### config.mk
export PLATFORM = sky130hd
export DESIGN_NAME = breg_journal
export DESIGN_NICKNAME = d
export VERILOG_FILES = /design/src/rtl/breg_journal_pkg.sv /design/src/rtl/journal_ring.sv /design/src/rtl/breg_journal.sv
export SDC_FILE = /design/constraint.sdc
export NUM_CORES = 1
export LEC_CHECK = 0
export CAP_MARGIN = 20
export CORE_MARGIN = 3
export CORE_UTILIZATION = 34
export DETAILED_ROUTE_END_ITERATION = 8
export PLACE_DENSITY_LB_ADDON = 0.2
export SLEW_MARGIN = 20
export SYNTH_ARGS = -nofsm -noshare
export SYNTH_HDL_FRONTEND = slang
export SYNTH_HIERARCHICAL = 1
export SYNTH_SLANG_ARGS = --single-unit
### constraint.sdc
create_clock -name clk -period 4.98 [get_ports clk]
set_input_delay 0.747 -clock clk [delete_from_list [all_inputs] [get_ports clk]]
set_output_delay 0.747 -clock clk [all_outputs]
set_load 0.05 [all_outputs]
### src/rtl/breg_journal_pkg.sv
// Shared types for the register-file write journal: restore record, undo FSM states, mirror constant.
`ifndef BITNESS
`define BITNESS 16
`endif

package breg_journal_pkg;

    localparam int WORD_W = `BITNESS;

    // Registers below MIRROR_BASE have a mirror at wa+MIRROR_BASE that the file overwrites too
    localparam logic [3:0] MIRROR_BASE = 4'h8;

    typedef struct packed {
        logic [3:0]        wa;
        logic [WORD_W-1:0] old_lo;
        logic [WORD_W-1:0] old_hi;
    } rec_t;

    typedef enum logic [2:0] {
        ST_IDLE,
        ST_POP,
        ST_RESTORE_LO,
        ST_RESTORE_HI,
        ST_DONE
    } state_e;

    function automatic logic is_mirrored(input logic [3:0] wa);
        return wa < MIRROR_BASE;
    endfunction

endpackage

### src/rtl/journal_ring.sv
// Circular record store used as a stack: push at head, pop from head-1, oldest record lost on overflow.
module journal_ring
    import breg_journal_pkg::*;
#(
    parameter int DEPTH = 16,
    parameter int CW    = $clog2(DEPTH + 1)
) (
    input  logic          clk,
    input  logic          rst,
    input  logic          push,
    input  rec_t          push_rec,
    input  logic          pop,
    output rec_t          top_rec,
    output logic [CW-1:0] depth,
    output logic          ovf
);

    localparam int AW = $clog2(DEPTH);

    rec_t          mem [DEPTH];
    logic [AW-1:0] head_q;
    logic [CW-1:0] depth_q;
    logic          ovf_q;
    logic          full;

    assign full    = (depth_q == CW'(DEPTH));
    // Asynchronous read so the newest record is usable in the same cycle it is popped
    assign top_rec = mem[head_q - AW'(1)];
    assign depth   = depth_q;
    assign ovf     = ovf_q;

    always_ff @(posedge clk) begin
        if (push) begin
            mem[head_q] <= push_rec;
        end
    end

    always_ff @(posedge clk or negedge rst) begin
        if (!rst) begin
            head_q  <= '0;
            depth_q <= '0;
            ovf_q   <= 1'b0;
        end else if (push) begin
            head_q <= head_q + AW'(1);
            if (full) begin
                ovf_q <= 1'b1;
            end else begin
                depth_q <= depth_q + CW'(1);
            end
        end else if (pop && depth_q != '0) begin
            head_q  <= head_q - AW'(1);
            depth_q <= depth_q - CW'(1);
        end
    end

endmodule

### src/rtl/breg_journal.sv
// Write journal and undo engine: captures pre-write register values and replays them newest-first.
module breg_journal
    import breg_journal_pkg::*;
#(
    parameter int W     = WORD_W,
    parameter int DEPTH = 16,
    parameter int CW    = $clog2(DEPTH + 1)
) (
    input  logic          clk,
    input  logic          rst,
    input  logic          cap_w,
    input  logic [3:0]    cap_wa,
    input  logic [W-1:0]  cap_old,
    input  logic [W-1:0]  cap_old_hi,
    input  logic          undo_req,
    input  logic [CW-1:0] undo_cnt,
    output logic          undo_busy,
    output logic          undo_done,
    output logic          uw,
    output logic          uy,
    output logic [3:0]    uwa,
    output logic [W-1:0]  uwval,
    output logic [CW-1:0] depth,
    output logic          ovf,
    output logic          err
);

    state_e        state_q, state_d;
    logic [CW-1:0] n_q, n_d;
    rec_t          rec_q, rec_d;
    logic          uw_q, uw_d;
    logic [3:0]    uwa_q, uwa_d;
    logic [W-1:0]  uwval_q, uwval_d;
    logic          done_q, busy_q, err_q;

    logic          cap_acc;
    logic          ring_pop;
    rec_t          top_rec;
    rec_t          push_rec;
    logic [CW-1:0] ring_depth;
    logic [CW-1:0] depth_eff;

    assign cap_acc  = cap_w && (state_q == ST_IDLE);
    assign ring_pop = (state_q == ST_POP);
    assign push_rec = '{wa: cap_wa, old_lo: cap_old, old_hi: cap_old_hi};

    journal_ring #(.DEPTH(DEPTH), .CW(CW)) u_ring (
        .clk      (clk),
        .rst      (rst),
        .push     (cap_acc),
        .push_rec (push_rec),
        .pop      (ring_pop),
        .top_rec  (top_rec),
        .depth    (ring_depth),
        .ovf      (ovf)
    );

    // A capture in the request cycle is part of the undo, so count it before clamping
    assign depth_eff = ring_depth +
                       CW'(cap_acc && (ring_depth != CW'(DEPTH)));

    always_comb begin
        state_d = state_q;
        n_d     = n_q;
        rec_d   = rec_q;
        uw_d    = 1'b0;
        uwa_d   = '0;
        uwval_d = '0;
        case (state_q)
            ST_IDLE: begin
                if (undo_req) begin
                    n_d     = (undo_cnt < depth_eff) ? undo_cnt : depth_eff;
                    state_d = (n_d == '0) ? ST_DONE : ST_POP;
                end
            end
            ST_POP: begin
                rec_d   = top_rec;
                n_d     = n_q - CW'(1);
                uw_d    = 1'b1;
                uwa_d   = top_rec.wa;
                uwval_d = top_rec.old_lo;
                state_d = ST_RESTORE_LO;
            end
            ST_RESTORE_LO: begin
                if (is_mirrored(rec_q.wa)) begin
                    uw_d    = 1'b1;
                    uwa_d   = rec_q.wa + MIRROR_BASE;
                    uwval_d = rec_q.old_hi;
                    state_d = ST_RESTORE_HI;
                end else begin
                    state_d = (n_q != '0) ? ST_POP : ST_DONE;
                end
            end
            ST_RESTORE_HI: state_d = (n_q != '0) ? ST_POP : ST_DONE;
            ST_DONE:       state_d = ST_IDLE;
            default:       state_d = ST_IDLE;
        endcase
    end

    always_ff @(posedge clk or negedge rst) begin
        if (!rst) begin
            state_q <= ST_IDLE;
            n_q     <= '0;
            rec_q   <= '0;
            uw_q    <= 1'b0;
            uwa_q   <= '0;
            uwval_q <= '0;
            done_q  <= 1'b0;
            busy_q  <= 1'b0;
            err_q   <= 1'b0;
        end else begin
            state_q <= state_d;
            n_q     <= n_d;
            rec_q   <= rec_d;
            uw_q    <= uw_d;
            uwa_q   <= uwa_d;
            uwval_q <= uwval_d;
            done_q  <= (state_q == ST_DONE);
            busy_q  <= (state_d == ST_POP) || (state_d == ST_RESTORE_LO) ||
                       (state_d == ST_RESTORE_HI);
            err_q   <= err_q | (cap_w && busy_q);
        end
    end

    assign undo_busy = busy_q;
    assign undo_done = done_q;
    assign uw        = uw_q;
    assign uy        = uw_q;
    assign uwa       = uwa_q;
    assign uwval     = uwval_q;
    assign depth     = ring_depth;
    assign err       = err_q;

endmodule

# After elaboration in Yosys (flattened, before gate mapping)
# Memory sizes are Yosys's and may differ from the RTL's.
# Index checks and enable logic that the tools add are counted.
# totals
reg_bits,62
ramBits,576
in_bits,45
out_inout_bits,31
n_memories,1
# op_classes
n_addsub,7
n_lt_le_gt_ge,2
n_eq_ne,11
n_mux,21
bitwise_logic,1
n_reduce_logical,15
# mem_list
memory,words,word_bits,read_ports,rd_clocked_by_memory_dff,write_ports,line,rtl
u_ring.mem,16,36,1,0,1,journal_ring.sv:20,rec_t mem [DEPTH];
# op_table
operator,n
$pmux W16 S2,1
$mux W5,5
$mux W16,1
$eq A3 B2 Y1 const B,4
$mux W3,4
$mux W4,3
$pmux W3 S4,1
$pmux W5 S2,1
$reduce_bool A5 Y1,2
$sub A5 B1 Y5 const B,2
$pmux W4 S2,1
$eq A3 B1 Y1 const B,2
$reduce_and A2 Y1,3
$add A5 B1 Y5,1
$add A5 B1 Y5 const B,1
$eq A5 B5 Y1 const B,1
$logic_not A5 Y1,1
$lt A5 B5 Y1,1
$ne A5 B5 Y1 const B,1
$add A4 B1 Y4 const B,1
$add A4 B4 Y4 const B,1
$logic_and A1 B1 Y1,4
$lt A4 B4 Y1 const B,1
$ne A2 B2 Y1 const B,2
other kinds (8),12

# Longest topological paths before layout
# Gate-level depths: netlist of run 1.
# logic_depth
word_depth,13
depth_mapped,12
mapped_depth_nobuf,12

# Modules after synthesis
# The synthesis of run 1 kept the hierarchy.
# by_module_without_submodules
module,instances,cells_per_inst,area_each_um2,seq_area_each_um2
journal_ring,1,888,22407.7,17546.8
breg_journal,1,226,2282.2,1301.2

# Worst setup path before layout of run 1
# No wires, ideal clock.
# synth_timing
path_type,input port to flip-flop
from,input cap_w
to,"memory u_ring/mem[0][0] (netlist bit), enable pin"
setup_ns,0.474
arrival_time_ns,3.831
required_time_ns,4.506
setup_slack_ns,0.675
cell_stages,4
n_path_buf,1
path_cell_list,and2_1 clkbuf_1 nand2_1 nor3_1
# synth_between
elab_chain_cells,3
# synth_lines
element,line,rtl
"start, declared",breg_journal.sv:11,"input logic cap_w,"
$logic_and A1 B1 Y1,breg_journal.sv:43,assign cap_acc = cap_w && (state_q == ST_IDLE);
$mux W1,journal_ring.sv:33,if (push) begin
$mux W1 (not written as such),journal_ring.sv:34,mem[head_q] <= push_rec;
"end, declared",journal_ring.sv:20,
# No other way between the ends.

# Worst setup path after layout of run 1
# layout_timing
from,register state_q[1]
to,register busy_q (netlist: undo_busy)
# layout_between
elab_chain_cells,13
word_cells_on_any_way,18
cone_classes,add/sub: 1; order compare: 1; eq/ne: 6; mux: 4; reduce/logical: 6
# layout_lines
element,line,rtl
"start, declared",breg_journal.sv:28,"state_e state_q, state_d;"
"start signal, assigned",breg_journal.sv:112,state_q <= state_d;
$logic_not A3 Y1 (*),breg_journal.sv:43,
$logic_and A1 B1 Y1 (*),breg_journal.sv:43,
named net cap_acc,breg_journal.sv:36,logic cap_acc;
$logic_and A1 B1 Y1 (*),breg_journal.sv:60,CW'(cap_acc && (ring_depth != CW'(DEPTH)));
$add A5 B1 Y5 (*),breg_journal.sv:59,assign depth_eff = ring_depth +
$lt A5 B5 Y1,breg_journal.sv:72,n_d = (undo_cnt < depth_eff) ? undo_cnt : depth_eff;
$mux W5 (*),breg_journal.sv:72,
$logic_not A5 Y1 (*),breg_journal.sv:73,state_d = (n_d == '0) ? ST_DONE : ST_POP;
$mux W3 (*),breg_journal.sv:73,
$mux W3 (*),breg_journal.sv:71,if (undo_req) begin
$pmux W3 S4 (*),breg_journal.sv:69,case (state_q)
$eq A3 B1 Y1 / $eq A3 B2 Y1 (equally long branches),breg_journal.sv:119,busy_q <= (state_d == ST_POP) || (state_d == ST_RESTORE_LO) ||
$logic_or A1 B1 Y1,breg_journal.sv:119,
$logic_or A1 B1 Y1 (*),breg_journal.sv:119,
"end signal, assigned",breg_journal.sv:119,
"end, declared",breg_journal.sv:34,"logic done_q, busy_q, err_q;"
# The timed path passes the listed nets; every way through them passes the cells marked *.
# A chain may end at the register's enable or synchronous reset.

==> results of run 1 <==
[synthesized netlist by cell type, types with 6 or more instances]
library cell    n
nor2_1         13
mux4_2        181
dfrtp_1        62
clkbuf_1       21
a22o_1         16
buf_2          10
edfxtp_1      576
ha_1           15
buf_4          19
and2_1         14
nand3_1         7
nor3_1         12
a21oi_1         7
inv_1          11
xnor2_1         6
nand2_1        80
[worst register-to-register path: stages, from the launching register on]
cell and delay (ns):
dfrtp_1 0.41, nor3_1 0.39, and2_1 0.20, buf_4 0.21, a21boi_0 0.20, ha_1 0.22, ha_1 0.23, nand3_1 0.11
xor2_1 0.19, ha_1 0.32, nand2_1 0.07, o21ai_2 0.32, mux2i_1 0.32, o21ai_0 0.12
[routing by layer]
layer / global-route usage / part of all wire
met1: 0.212 / 0.43
met2: 0.266 / 0.51
met3: 0.0264 / 0.040
met4: 0.0410 / 0.024
met5: 0 / 0.00012
[worst max path at each step]
| stage | start | end | cells past startpoint |
|---|---|---|---|
| after floorplan | cap_w | u_ring/mem[0][0] | 4 |
| after global placement | cap_w | undo_busy | 13 |
| after detailed placement | cap_w | undo_busy | 13 |
| after CTS | u_ring/head_q[0] | uwval[10] | 6 |
| after global routing | state_q[1] | undo_busy | 13 |
| final | state_q[1] | undo_busy | 13 |
[final cells by class]
cell class,count,area [sq um],area share
flip-flops and latches,638,18900,0.649
clock buffers,101,2030,0.0701
repair buffers,113,1080,0.0373
well taps,950,1190,0.0409
inverters,11,41.3,0.00142
clock inverters,31,234,0.00806
multi-input cells,414,5610,0.193
[per-stage QoR]
stage          std cells  power [mW]   util
3_3_place_gp        2126        13.2  0.373
2_1_floorplan       1114        11.3      -
5_1_grt             2258        18.9  0.405
3_5_place_dp        2126        13.3  0.373
4_1_cts             2258        18.4  0.405
6_report            2258        18.1  0.405
[registers in the layout, summed over array words and instances (netlist names)]
| signal | cells |
|---|---|
| uwval | 16 |
| u_ring/depth | 5 |
| undo_busy | 1 |
| rec_q | 20 |
| u_ring/mem | 576 |
| n_q | 5 |
| uwa | 4 |
| u_ring/head_q | 4 |
| state_q | 3 |
| uw | 1 |
| undo_done | 1 |
| err | 1 |
| u_ring/ovf | 1 |
[logic make-up after synthesis]
family,Yosys count
multiplexers,187
AO/OA/AOI/OAI,51
XOR/XNOR,11
AND/OR/NAND/NOR,149
adder cells (fa/ha/maj),16
flip-flops,638
buffers and inverters,62
[power by group through the flow]
stage | Clock, mW | Sequential [mW] | Combinational, mW
finish | 5.05 | 6.67 | 6.33
global route | 5.42 | 6.72 | 6.79
global placement | 0 | 6.78 | 6.44
detailed placement | 0 | 6.79 | 6.46
CTS | 5.20 | 6.68 | 6.48
floorplan | 0 | 6.86 | 4.40
==> flow_summary.toml, run 1 <==
[pwr]
p_sw_frac = 0.317
internal_power_mw = 12.3
ir_drop_v = 0.000402
switchingPower_mw = 5.72
power_density_nw_per_um2 = 622
p_seq_frac = 0.370
comb_power_share = 0.350
p_leak_nw = 9.48
pwr-share-clk = 0.280

[floorplanning]
core_region_area_sq_um = 71700
rows = 98
die_h_um = 275
die-area_sq_um = 75900
start_util = 0.344
fp.dieW_um = 275
io_pins = 76

[detailed_routing]
vias_per_cell = 5.12
dr_total_vias = 11562
first_pass_iters = 5
wl_per_cell_um = 25.9
totalWireLength_mm = 58.6
drtIter0Drc = 955
final_antenna_net_count = 0
route.detailed.drc = 0

[sta]
fmax_mhz = 291
setup_violations = 0
slew_headroom = 0.320
fin_setup_tns_ns = 0
grt_setup_unrepaired = "false"
fin_crit_ns = 3.44
period_share = 0.691
worst_pin_slew_ns = 1.02
clock_skew_ns = 0.0227
finalMaxSlewViolations = 0
worst_hold_slack_ns = 0.281
setup_slack_ns = 1.54
hold_viol = 0

[logic_synthesis]
synth_top_family_by_area = "multiplexers"
synthSimpleGateAreaFrac = 0.0281
synthCells = 1114
syn_nets = 1175
synth_edf_count = 576
synth_area_per_cell_sq_um = 22.2
synth-main-ff-cell = "edfxtp_1"
syn_area_sq_um = 24700
muxShareOfSynthArea = 0.168
synthAdderAreaFrac = 0.00841
synth_xor_area_frac = 0.00421
yosys_register_bits = 638
ys_seq_area_frac = 0.763
ys_types = 48
postSynth.asyncResetShare = 0.0972
synth_top_area_cell = "edfxtp_1"
synth_compound_area_frac = 0.0152
ys.warnings.count = 6
synth_area_leaders = "edfxtp_1 (70%), mux4_2 (17%), dfrtp_1 (6.3%)"
yosys.area.top_type_share = 0.701

[worst_setup_path]
cp.arrival_ns = 3.91
crit_chain = "nor3_1, and2_1, buf_4, a21boi_0, ha_1, ha_1, nand3_1, xor2_1, ha_1, nand2_1, o21ai_2, mux2i_1, o21ai_0"
critPathCaptureType = "flop"
critical-path-top-delay-family = "simple AND/OR/NAND/NOR gates"
critPathMaxFanout = 17
reg2reg_to = "undo_busy"
max_stage_delay_ns = 0.41
path_class = "reg -> reg"
cp_num_buf_inv = 1
reg2reg_depth = 13
crit_required_ns = 5.45
crit_path_frequent_cell = "ha_1"
cp-start-kind = "flop"
r2r_slack_ns = 1.54
r2r_start = "state_q[1]"
crit_slowest_cell = "dfrtp_1"

[placement]
hpwl_mm = 31.9
numPortBuffers = 75
dp_slack_ns = 1.14
dpl_cell_area_sq_um = 26800
gp_congestion = 0.744

[clock_tree]
cts_sinks = 638
numCtsBuffers = 71
hold_buffers = 0
cts_root_buffer = "clkbuf_16"
post_cts_buffers = 0
ctsLongestPathBuffers = 3
clk_pin_slew_ns = 0.05
htreeDepth = 3
cts_tree = "yes"
cts_resized = 0
clock_latency_ns = 0.60

[grt]
track_usage = 0.157
grt_pass1_vias = 12294
grt_pass1_wl_mm = 85.3
grt_overflow = 0
antenna_found_initial = 4
grt_max_degree = 71

[cells_and_area]
final_cell_mix = "edfxtp_1 (576), mux4_2 (181), nand2_1 (80), clkbuf_16 (75), clkdlybuf4s50_1 (74)"
final_common_cell = "edfxtp_1"
num_antenna_cells = 0
final_layout_size_suffix_gt1_frac = 0.266
area_growth_pct = 17.6
final_area_sq_um = 29000
fin_nets = 1310
fillers = 6344

[flow_run]
maxCapViolCount = 0

[outcome]
status = "finished clean"

[min_path]
hp-class = "in -> async"
Power figures use the tool's default switching activity.
==> run 2, diff against run 1 <==
==> constraint.sdc (replaced) <==
create_clock -name clk -period 3.01 [get_ports clk]
set_input_delay 0.4515 -clock clk [delete_from_list [all_inputs] [get_ports clk]]
set_output_delay 0.4515 -clock clk [all_outputs]
set_load 0.05 [all_outputs]
==> run 2 against run 1 <==
  * First-iteration DRC count grew 2.6%
  * Power grew 72%
  * Setup slack lost 1.3 ns
  * Global-route usage shrank 0.12 points
  * Die area is the same
  * Critical endpoint is now state_q[0]
==> flow_summary.toml, run 2 (synthesis gave the netlist of run 1 again) <==
[outcome]
status = "finished clean"

[detailed_routing]
dr_total_vias = 11549
first_pass_iters = 6
vias_per_cell = 5.07
totalWireLength_mm = 57.8
final_antenna_net_count = 0
drtIter0Drc = 980
wl_per_cell_um = 25.4
route.detailed.drc = 0

[cells_and_area]
fin_nets = 1331
area_growth_pct = 20.1
fin_util = 0.413
final_common_cell = "edfxtp_1"
fillers = 6284
num_antenna_cells = 0
largest-register = "u_ring/mem"
final_cell_mix = "edfxtp_1 (576), mux4_2 (181), nand2_1 (79), clkdlybuf4s50_1 (74), clkbuf_16 (73)"
largest_reg_flops = 576
final_layout_size_suffix_gt1_frac = 0.289

[clock_tree]
cts_sinks = 638
cts_tree = "yes"
clock_latency_ns = 0.60
htreeDepth = 3
clk_pin_slew_ns = 0.06
numCtsBuffers = 70
cts_root_buffer = "clkbuf_16"
ctsLongestPathBuffers = 3
post_cts_buffers = 0

[sta]
slew_headroom = 0.425
hold_viol = 0
worst_pin_slew_ns = 0.862
grt_setup_unrepaired = "false"
fin_crit_ns = 2.81
period_share = 0.934
clock_skew_ns = 0.0154
setup_violations = 0
finalMaxSlewViolations = 0
fmax_mhz = 356

[grt]
grt_overflow = 0
grt_max_degree = 63
antenna_found_initial = 3
grt_pass1_wl_mm = 85.2
grt_pass1_vias = 12302
track_usage = 0.156

[worst_setup_path]
crit_required_ns = 3.48
crit_path_frequent_cell = "ha_2"
cp_num_buf_inv = 0
cp.arrival_ns = 3.28
max_stage_delay_ns = 0.40
critical-path-top-delay-family = "adder cells"
critPathMaxFanout = 5
critPathCaptureType = "flop"
cp-start-kind = "flop"
crit_slowest_cell = "dfrtp_1"
path_class = "reg -> reg"
crit_chain = "nor3_4, and2_4, a21boi_1, ha_2, ha_2, nand3_1, xor2_2, ha_4, nand2_2, o21ai_4, mux2i_2, o21ai_0"

[floorplanning]
die_h_um = 275
start_util = 0.344
die-area_sq_um = 75900
rows = 98
io_pins = 76
core_region_area_sq_um = 71700
fp.dieW_um = 275

[flow_run]
maxCapViolCount = 0

[placement]
gp_congestion = 0.719
numPortBuffers = 75
hpwl_mm = 31.0

[pwr]
finalPower_mw = 31.0
p_leak_nw = 9.72
power_density_nw_per_um2 = 1050
ir_drop_v = 0.000661

[min_path]
hp-class = "reg -> reg"
[run 2: final cells by class]
cell class,instances,area (sq um),area share
clock inverters,34,409,0.0138
flip-flops and latches,638,18900,0.636
well taps,950,1190,0.0401
repair buffers,134,1520,0.0512
multi-input cells,415,5690,0.192
clock buffers,94,1960,0.0659
inverters,11,41.3,0.00139
[run 2: worst reg2reg max path, delay by kind of cell, from the launching register on]
family                     cells  cell delay, ns
muxes                          1            0.30
DFF                            1            0.40
AOI/OAI and AO/OA              3            0.51
and+or+nand+nor                4            0.58
xor gates and xnor gates       1            0.19
adders and majority gates      3            0.70
[run 2: metrics by stage]
stage / setup WS (ns) / area, sq um / hold slack [ns] / TNS, ns / std cells
2_1_floorplan: -1.25 / 24700 / 0.156 / -149.81 / 1114
3_3_place_gp: -0.203 / 27200 / 0.438 / -1.05 / 2146
3_5_place_dp: -0.278 / 27200 / 0.448 / -1.54 / 2146
4_1_cts: 0.0429 / 29600 / 0.427 / 0 / 2275
5_1_grt: 0.00545 / 29700 / 0.459 / 0 / 2276
6_report: 0.200 / 29700 / 0.459 / 0 / 2276
[run 2: worst paths after layout]
path	cells past startpoint	slack (ns)	end	from
max	12	0.20	state_q[0]	state_q[0]
max reg2reg	12	0.20	state_q[0]	state_q[0]
max in group asynchronous	2	1.87	u_ring/head_q[0]	rst
min in group asynchronous	2	0.49	state_q[2]	rst
min reg2reg	1	0.46	err	err
min	1	0.46	err	err
[run 2: per-layer routing]
layer,routed length (um),up-vias,track usage
met2,27800,227,0.249
met1,26600,6286,0.224
met3,2450,77,0.0301
met4,897,6,0.0335
met5,33,-,0
li1,-,4953,-
[run 2: where the power goes]
| part | switching, mW | internal [mW] | total [mW] |
|---|---|---|---|
| Combinational | 6.04 | 5.39 | 11.4 |
| Clock | 3.41 | 5.35 | 8.75 |
| Sequential | 0.369 | 10.4 | 10.8 |
| Total | 9.81 | 21.2 | 31.0 |
[run 2: timing repair]
| action | CTS | global route |
|---|---|---|
| endpoints found under the hold margin | 51 | 0 |
| setup endpoints to repair | 4 | 8 |
| gates resized for setup | 2 | 12 |
| hold buffers | 1 | 0 |
| pin swaps | 0 | 2 |
| gates cloned | 0 | 1 |
==> run 3, diff against run 2 <==
--- a/config.mk
+++ b/config.mk
@@ -8,6 +8,7 @@
 export CAP_MARGIN = 20
 export CORE_MARGIN = 3
 export CORE_UTILIZATION = 34
+export CTS_CLUSTER_DIAMETER = 80
 export DETAILED_ROUTE_END_ITERATION = 8
 export PLACE_DENSITY_LB_ADDON = 0.2
 export SLEW_MARGIN = 20
==> run 3 against run 2 <==
  * Routed wire length rose by 0.28%
  * Design area rose by 0.15%
  * Hold slack did not move
  * Final cell count barely moved
  * Sequential power barely moved
  * Sequential cell count unchanged
  * Combinational power hardly changed
  * Clock skew decreased by 0.0027 ns
  * First-iteration DRC count fell by 1.4%
  * Register-to-register slack barely moved
  * Power is 0.35% higher
  * Largest power group unchanged
==> flow_summary.toml, run 3 (synthesis gave the netlist of run 1 again) <==
[pwr]
pwr-share-clk = 0.285
finalPower_mw = 31.1
comb_power_share = 0.367
switchingPower_mw = 9.83
internal_power_mw = 21.3
p_leak_nw = 9.74
p_sw_frac = 0.316
ir_drop_v = 0.000662
p_seq_frac = 0.347
power_density_nw_per_um2 = 1050

[clock_tree]
numCtsBuffers = 71
htreeDepth = 3
post_cts_buffers = 0
ctsLongestPathBuffers = 3
clk_pin_slew_ns = 0.06
cts_root_buffer = "clkbuf_16"
clock_latency_ns = 0.60
cts_tree = "yes"
cts_sinks = 638

[floorplanning]
fp.dieW_um = 275
start_util = 0.344
rows = 98
die_h_um = 275
core_region_area_sq_um = 71700
die-area_sq_um = 75900
io_pins = 76

[sta]
worst_pin_slew_ns = 0.874
hold_viol = 0
period_share = 0.934
fmax_mhz = 356
fin_crit_ns = 2.81
clock_skew_ns = 0.0127
setup_violations = 0
worst_hold_slack_ns = 0.459
finalMaxSlewViolations = 0
slew_headroom = 0.417
grt_setup_unrepaired = "false"

[placement]
numPortBuffers = 75
hpwl_mm = 31.0
dpl_cell_area_sq_um = 27200
gp_congestion = 0.719

[worst_setup_path]
critPathMaxFanout = 5
crit_slowest_cell = "dfrtp_1"
cp_num_buf_inv = 0
crit_required_ns = 3.48
endpoint = "state_q[0]"
startpoint = "state_q[0]"
reg2reg_depth = 12
cp-start-kind = "flop"
critPathCaptureType = "flop"
cp.arrival_ns = 3.29
crit_chain = "nor3_4, and2_4, a21boi_1, ha_2, ha_2, nand3_1, xor2_2, ha_4, nand2_2, o21ai_4, mux2i_2, o21ai_0"
reg2reg_to = "state_q[0]"
crit_path_frequent_cell = "ha_2"
crit_cells = 12
r2r_slack_ns = 0.20
path_class = "reg -> reg"
max_stage_delay_ns = 0.40
r2r_start = "state_q[0]"
critical-path-top-delay-family = "adder cells"

[cells_and_area]
fin_nets = 1332
fillers = 6271
largest-register = "u_ring/mem"
final_layout_size_suffix_gt1_frac = 0.291
final_area_sq_um = 29700
final_common_cell = "edfxtp_1"
final_cell_mix = "edfxtp_1 (576), mux4_2 (181), nand2_1 (79), clkbuf_16 (75), clkdlybuf4s50_1 (74)"
largest_reg_flops = 576
num_antenna_cells = 0
area_growth_pct = 20.3

[detailed_routing]
final_antenna_net_count = 0
vias_per_cell = 5.07
route.detailed.drc = 0
met3WireLength_mm = 2.40
first_pass_iters = 5
drtIter0Drc = 966
totalWireLength_mm = 57.9
dr_total_vias = 11550
wl_met1_mm = 26.5
routed.top_layer = "met5"
wl_per_cell_um = 25.4
met2_wirelength_mm = 28.2

[grt]
grt_overflow = 0
grt_pass1_vias = 12400
grt_pass1_wl_mm = 85.5
grt_max_degree = 63
antenna_found_initial = 3
track_usage = 0.157

[min_path]
hp-class = "reg -> reg"

[outcome]
status = "finished clean"

[flow_run]
maxCapViolCount = 0
[run 3: changes by cell type in the layout (fill, tap and decap cells not counted), sizes merged]
| cell | before | now |
|---|---|---|
| clkinv | 19 | 21 |
[run 3: area by class of cell]
class                      count  area [sq um]  area share
tap                          950          1190      0.0400
multi-input combinational    415          5690       0.192
clock buffer                  94          1990      0.0669
sequential                   638         18900       0.635
timing repair buffer         134          1520      0.0511
inverter                      11          41.3     0.00139
clock inverter                36           422      0.0142
[run 3: metrics by stage]
| step | setup TNS (ns) | std cells | utilization | worst slack, ns |
|---|---|---|---|---|
| after floorplan | -149.81 | 1114 | - | -1.25 |
| after global routing | 0 | 2278 | 0.414 | 0.00545 |
| after detailed placement | -1.54 | 2146 | 0.379 | -0.278 |
| after CTS | 0 | 2277 | 0.413 | 0.0429 |
| after global placement | -1.05 | 2146 | 0.379 | -0.203 |
| final | 0 | 2278 | 0.414 | 0.198 |
[run 3: routing by layer]
layer	up-vias	GRT usage
met1	6304	0.222
met2	217	0.253
met4	6	0.0339
met5	-	0
met3	73	0.0298
li1	4950	-
[run 3: worst min path at each step]
stage	startpoint	endpoint	slack, ns	cells after the start
after global routing	cap_w	err	0.46	2
after CTS	cap_w	err	0.43	2
after detailed placement	err	err	0.45	1
final	err	err	0.46	1
after floorplan	rst	err	0.16	0
after global placement	err	err	0.44	1
[run 3: worst register-to-register path, cell delays in order (launching register included)]
cell and delay (ns):
dfrtp_1 0.40, nor3_4 0.22, and2_4 0.17, a21boi_1 0.17, ha_2 0.20, ha_2 0.21
nand3_1 0.12, xor2_2 0.19, ha_4 0.29, nand2_2 0.07, o21ai_4 0.24, mux2i_2 0.30
o21ai_0 0.11
[run 3: repair_timing]
item / CTS / global route
hold endpoints to repair: 56 / 0
resized for setup: 2 / 12
hold buffers: 1 / 0
pin swaps: 0 / 2
setup endpoints to repair: 4 / 8
cloned: 0 / 1
[run 3: power groups by stage]
stage / Combinational [mW] / Sequential (mW) / Clock, mW
after global placement: 11.6 / 11.0 / 0
after floorplan: 7.29 / 11.4 / 0
after global routing: 12.3 / 10.9 / 9.47
final: 11.4 / 10.8 / 8.87
after detailed placement: 11.6 / 11.0 / 0
after CTS: 11.6 / 10.8 / 9.11
